**src/rtl/eot_framer_if.sv**
```systemverilog
// Valid/ready stream bundle used by the eot framer for command, payload and framed output.
// master drives valid/data, slave drives ready.
interface eot_framer_if #(
  parameter int unsigned W = 8
) ();
  logic         valid;
  logic         ready;
  logic [W-1:0] data;

  modport master (output valid, output data, input ready);
  modport slave  (input valid, input data, output ready);
endinterface

```
**src/rtl/eot_framer.sv**
```systemverilog
// Frames a raw beat stream into LEN-beat frames, flagging the last beat with eot in bit DIN.
// Optional 16-bit completed-frame counter enabled by defining EOT_FRAMER_FRMCNT_EN.
module eot_framer #(
  parameter int unsigned DIN  = 16,
  parameter int unsigned LENW = 10
) (
  input  logic          clk,
  input  logic          rst,
  eot_framer_if.slave   cfg,
  eot_framer_if.slave   din,
  eot_framer_if.master  dout
`ifdef EOT_FRAMER_FRMCNT_EN
  ,
  output logic [15:0]   frame_cnt
`endif
);

  typedef enum logic {StIdle, StRun} state_e;

  state_e          state_q, state_d;
  logic [LENW-1:0] cnt_q, cnt_d;
  logic [LENW-1:0] len_q, len_d;
  logic            vld_q, vld_d;
  logic [DIN:0]    data_q, data_d;

  logic out_ready;
  logic cfg_hs;
  logic din_hs;
  logic last_beat;

  assign out_ready = !vld_q || dout.ready;
  assign last_beat = (cnt_q == (len_q - LENW'(1)));

  // Readies are gated by rst so both read 0 while reset is held.
  assign cfg.ready = !rst && (state_q == StIdle);
  assign din.ready = !rst && (state_q == StRun) && out_ready;

  assign cfg_hs = cfg.valid && cfg.ready;
  assign din_hs = din.valid && din.ready;

  assign dout.valid = vld_q;
  assign dout.data  = data_q;

  always_comb begin
    state_d = state_q;
    cnt_d   = cnt_q;
    len_d   = len_q;
    vld_d   = vld_q;
    data_d  = data_q;
    unique case (state_q)
      StIdle: begin
        if (out_ready) vld_d = 1'b0;
        // Zero-length commands are consumed and dropped.
        if (cfg_hs && (cfg.data != '0)) begin
          len_d   = cfg.data;
          cnt_d   = '0;
          state_d = StRun;
        end
      end
      StRun: begin
        if (din_hs) begin
          data_d = {last_beat, din.data};
          vld_d  = 1'b1;
          if (last_beat) begin
            cnt_d   = '0;
            state_d = StIdle;
          end else begin
            cnt_d = cnt_q + LENW'(1);
          end
        end else if (out_ready) begin
          vld_d = 1'b0;
        end
      end
      default: state_d = StIdle;
    endcase
  end

  always_ff @(posedge clk or posedge rst) begin
    if (rst) begin
      state_q <= StIdle;
      cnt_q   <= '0;
      len_q   <= '0;
      vld_q   <= 1'b0;
      data_q  <= '0;
    end else begin
      state_q <= state_d;
      cnt_q   <= cnt_d;
      len_q   <= len_d;
      vld_q   <= vld_d;
      data_q  <= data_d;
    end
  end

`ifdef EOT_FRAMER_FRMCNT_EN
  logic [15:0] frame_cnt_q, frame_cnt_d;

  always_comb begin
    frame_cnt_d = frame_cnt_q;
    if (vld_q && dout.ready && data_q[DIN]) frame_cnt_d = frame_cnt_q + 16'd1;
  end

  always_ff @(posedge clk or posedge rst) begin
    if (rst) frame_cnt_q <= '0;
    else     frame_cnt_q <= frame_cnt_d;
  end

  assign frame_cnt = frame_cnt_q;
`endif

endmodule

```
**src/flat_wrapper.sv**
```systemverilog
// flat-port wrapper written by rule: the top's interface ports become plain ports
module eot_framer_flat 
#(
  parameter int unsigned DIN  = 16,
  parameter int unsigned LENW = 10
)
  (clk, rst, cfg_valid, cfg_data, cfg_ready, din_valid, din_data, din_ready, dout_valid, dout_data, dout_ready);
  eot_framer_if #(.W(LENW)) cfg_i ();
  eot_framer_if #(.W(DIN)) din_i ();
  eot_framer_if #(.W(DIN+1)) dout_i ();
  input  logic clk;
  input  logic rst;
  input wire logic [$bits(cfg_i.valid)-1:0] cfg_valid;
  input wire logic [$bits(cfg_i.data)-1:0] cfg_data;
  output wire logic [$bits(cfg_i.ready)-1:0] cfg_ready;
  input wire logic [$bits(din_i.valid)-1:0] din_valid;
  input wire logic [$bits(din_i.data)-1:0] din_data;
  output wire logic [$bits(din_i.ready)-1:0] din_ready;
  output wire logic [$bits(dout_i.valid)-1:0] dout_valid;
  output wire logic [$bits(dout_i.data)-1:0] dout_data;
  input wire logic [$bits(dout_i.ready)-1:0] dout_ready;
  assign cfg_i.valid = cfg_valid;
  assign cfg_i.data = cfg_data;
  assign cfg_ready = cfg_i.ready;
  assign din_i.valid = din_valid;
  assign din_i.data = din_data;
  assign din_ready = din_i.ready;
  assign dout_valid = dout_i.valid;
  assign dout_data = dout_i.data;
  assign dout_i.ready = dout_ready;
  eot_framer #(.DIN(DIN), .LENW(LENW)) u_core (.clk(clk), .rst(rst), .cfg(cfg_i), .din(din_i), .dout(dout_i));
endmodule
```
**config.mk**
```make
export PLATFORM = sky130hd
export DESIGN_NAME = eot_framer_flat
export DESIGN_NICKNAME = d
export VERILOG_FILES = /design/src/rtl/eot_framer_if.sv /design/src/rtl/eot_framer.sv /design/src/flat_wrapper.sv
export SDC_FILE = /design/constraint.sdc
export NUM_CORES = 1
export LEC_CHECK = 0
export ABC_AREA = 1
export BUFFER_PORTS_ARGS = -buffer_cell sky130_fd_sc_hd__buf_2
export CORE_MARGIN = 2
export CORE_UTILIZATION = 25
export DETAILED_ROUTE_END_ITERATION = 6
export PLACE_DENSITY_LB_ADDON = 0.08
export SYNTH_ARGS = -nofsm -noshare
export SYNTH_HDL_FRONTEND = slang
export SYNTH_SLANG_ARGS = --single-unit
```
**constraint.sdc**
```tcl
create_clock -name clk -period 1.5 [get_ports clk]
set_input_delay 0.3 -clock clk [delete_from_list [all_inputs] [get_ports clk]]
set_output_delay 0.3 -clock clk [all_outputs]
set_load 0.05 [all_outputs]
```
==> metrics.csv <==
metric,value,unit
drt total wl,5580,um
DP HPWL,4180,um
initial antenna violation count,0,
Tmin final,1660,ps
share of the synthesized area in the top cell type,0.453,
Peak VDD IR,691,uV
GR Overflow Total,0,
die height,96.9,um
final period utilization,1.10,
CP arrival,1840,ps
final instance area,3000,um^2
Final Wtd Congestion,0.750,
unrepaired setup endpoints after global routing,yes,
share of layout cells above drive strength 1,0.352,
Total Routing Usage GR,0.120,
CTS sink count,39,
violated checks,setup timing,
CTS tree,built,
number of fill cells in the layout,890,
Yosys reg bits,39,
CP Max Fanout,8,
first-pass GRT wire length,9210,um
largest net degree at the start of global routing,22,
number of CTS-inserted buffers,5,
Crit. End Element,register,
Slew Limit Fails,0,
"top cells by area, synth","dfrtp_1, nand2_1, nor2_1",
Rows,33,
status,"complete, but fails checks",
Layout Skew,6.85,ps
setup ws final,-156,ps
DRC,0,
Syn-to-layout area delta,39.0,%
# diodes,0,
ANT nets after route,0,
Die ar.,9380,um^2
worst slack at placement,-278,ps
nets,407,
Max Fclk,604,MHz
H-tree levels,2,
Hold Crit Class,input port to async pin,
asr flop ratio synth,1.00,
critical path type,register to register,
crit start category,register,
DIE WIDTH,96.9,um
Max Buffers Root-to-Sink,2,
routed length per instance,11.6,um
clock latency on the worst-skew pair,290,ps
Hold Buf Count CTS,0,
commonest cells in the netlist,"nand2_1, dfrtp_1, nor2_1",
"Hold Violations, Final",0,
syn_area_per_cell,7.56,um^2
Relative slew margins,0.807,
"EDFF count, synth",0,
WP data required,1680,ps
"Seq/Total Area, Yosys",0.453,
Gate Count Post-Synth,285,
core area,8300,um^2
I/O Buffers,50,
final setup fails,12,
P per Cell Area,1890,nW/um^2
vias in the first global route,1976,
initial core utilization,0.260,
First-pass DRT Iterations,4,
synth unique cells,28,
DR vias/cell,4.18,
Mapped Area,2160,um^2
Synth area leader,dfrtp_1,
top-count cell post-synth,nand2_1,
Root Buffer,clkbuf_8,
Mapped Nets,318,
io pins,51,
"Reg clk slew, reported paths",80,ps
Lkg Pwr,1.58,nW
MaxCap Viol Count,0,
worst slew pin tran,289,ps
cell area after placement,2780,um^2
Yosys Warn Count,0,
1st-iter DRT viols,46,
top_reg_cell synth,dfrtp_1,
vias,2007,
-- critical path, stage by stage (launching register included) --
cell,delay [ps]
dfrtp_1,400
inv_2,80
ha_4,200
nand2_2,50
inv_1,30
nor2_1,70
nand2_1,60
nor2_1,80
nand3_1,90
nor2_2,140
nand3_4,140
nand2_8,140
a21oi_2,60
-- report_power, final --
group,switching [mW],internal (mW)
Combinational,1.79,1.09
Sequential,0.322,1.42
Clock,0.394,0.666
Total,2.50,3.17
-- registers in the layout, summed over array words and instances (netlist names) --
name,flops
u_core.cnt_q,10
u_core.len_q,10
u_core.state_q,1
u_core.dout.valid,1
u_core.dout.data,17
-- cell usage in the layout, fill, tap and decap left out, types with 2 or more instances in the layout --
cell and count:
nand2_1 111, buf_2 49, dfrtp_1 38, buf_4 37, nor2_1 25, inv_1 19, nand3_1 18, xor2_1 9
o21ai_0 8, a21oi_2 7, inv_2 6, nor2_2 5, clkbuf_8 5, nand2_2 4, nand4_1 4, o21ai_1 4
nand2_4 2, o21ai_2 2, xnor2_1 2, nor3_1 2, bufinv_16 2
-- through the flow --
step           TNS, ps  total power [mW]   util  hold slack (ps)  std cells
3_5_place_dp     -3280              4.50  0.335              399        467
2_1_floorplan     -728              3.63      -              410        285
4_1_cts          -1820              5.64  0.354             72.7        477
5_1_grt          -3690              6.14  0.361              130        480
6_report         -1630              5.68  0.361             84.3        480
3_3_place_gp     -3300              4.51  0.335              397        467
-- layout make-up --
type | count | area, um^2 | area share
sequential | 39 | 977 | 0.326
multi-input combinational | 213 | 1080 | 0.362
tap | 105 | 131 | 0.0438
inverter | 25 | 93.8 | 0.0313
timing repair buffer | 90 | 577 | 0.192
clock buffer | 6 | 72.6 | 0.0242
clock inverter | 2 | 60.1 | 0.0200
-- cells by family after synthesis --
family                   Yosys count  synth area share
AND/OR/NAND/NOR                  177             0.351
flip-flops                        39             0.453
buffers and inverters             33            0.0667
AO/OA/AOI/OAI                     23            0.0737
XOR/XNOR                          11            0.0447
adder cells (fa/ha/maj)            2            0.0116
-- metal layers --
| layer | routed length (um) | up-vias | global-route usage |
|---|---|---|---|
| met2 | 2560 | 45 | 0.199 |
| met1 | 2690 | 893 | 0.155 |
| met3 | 277 | 6 | 0.0303 |
| met5 | 0 | - | 0 |
| met4 | 56 | 0 | 0.0325 |
| li1 | - | 1063 | - |
-- path summary, 6_finish.rpt --
check,startpoint,end,slack (ps),cells past startpoint
max in group asynchronous,rst,u_core.dout.valid,1150,3
worst max register to register,u_core.len_q[0],u_core.cnt_q[2],-160,12
min in group clk,din_data[5],u_core.dout.data[5],190,3
worst max-delay path,u_core.len_q[0],u_core.cnt_q[2],-160,12
worst min-delay path,rst,u_core.len_q[9],80,3
worst min register to register,u_core.dout.data[10],u_core.dout.data[10],480,2
-- what timing repair did --
item,4_1_cts,5_1_grt
endpoints found under the setup margin,14,24
resized for setup,5,12
pin swaps,3,4
cloned,0,2
setup buffers,2,1
Note: power is estimated with default switching activity, not from simulation.
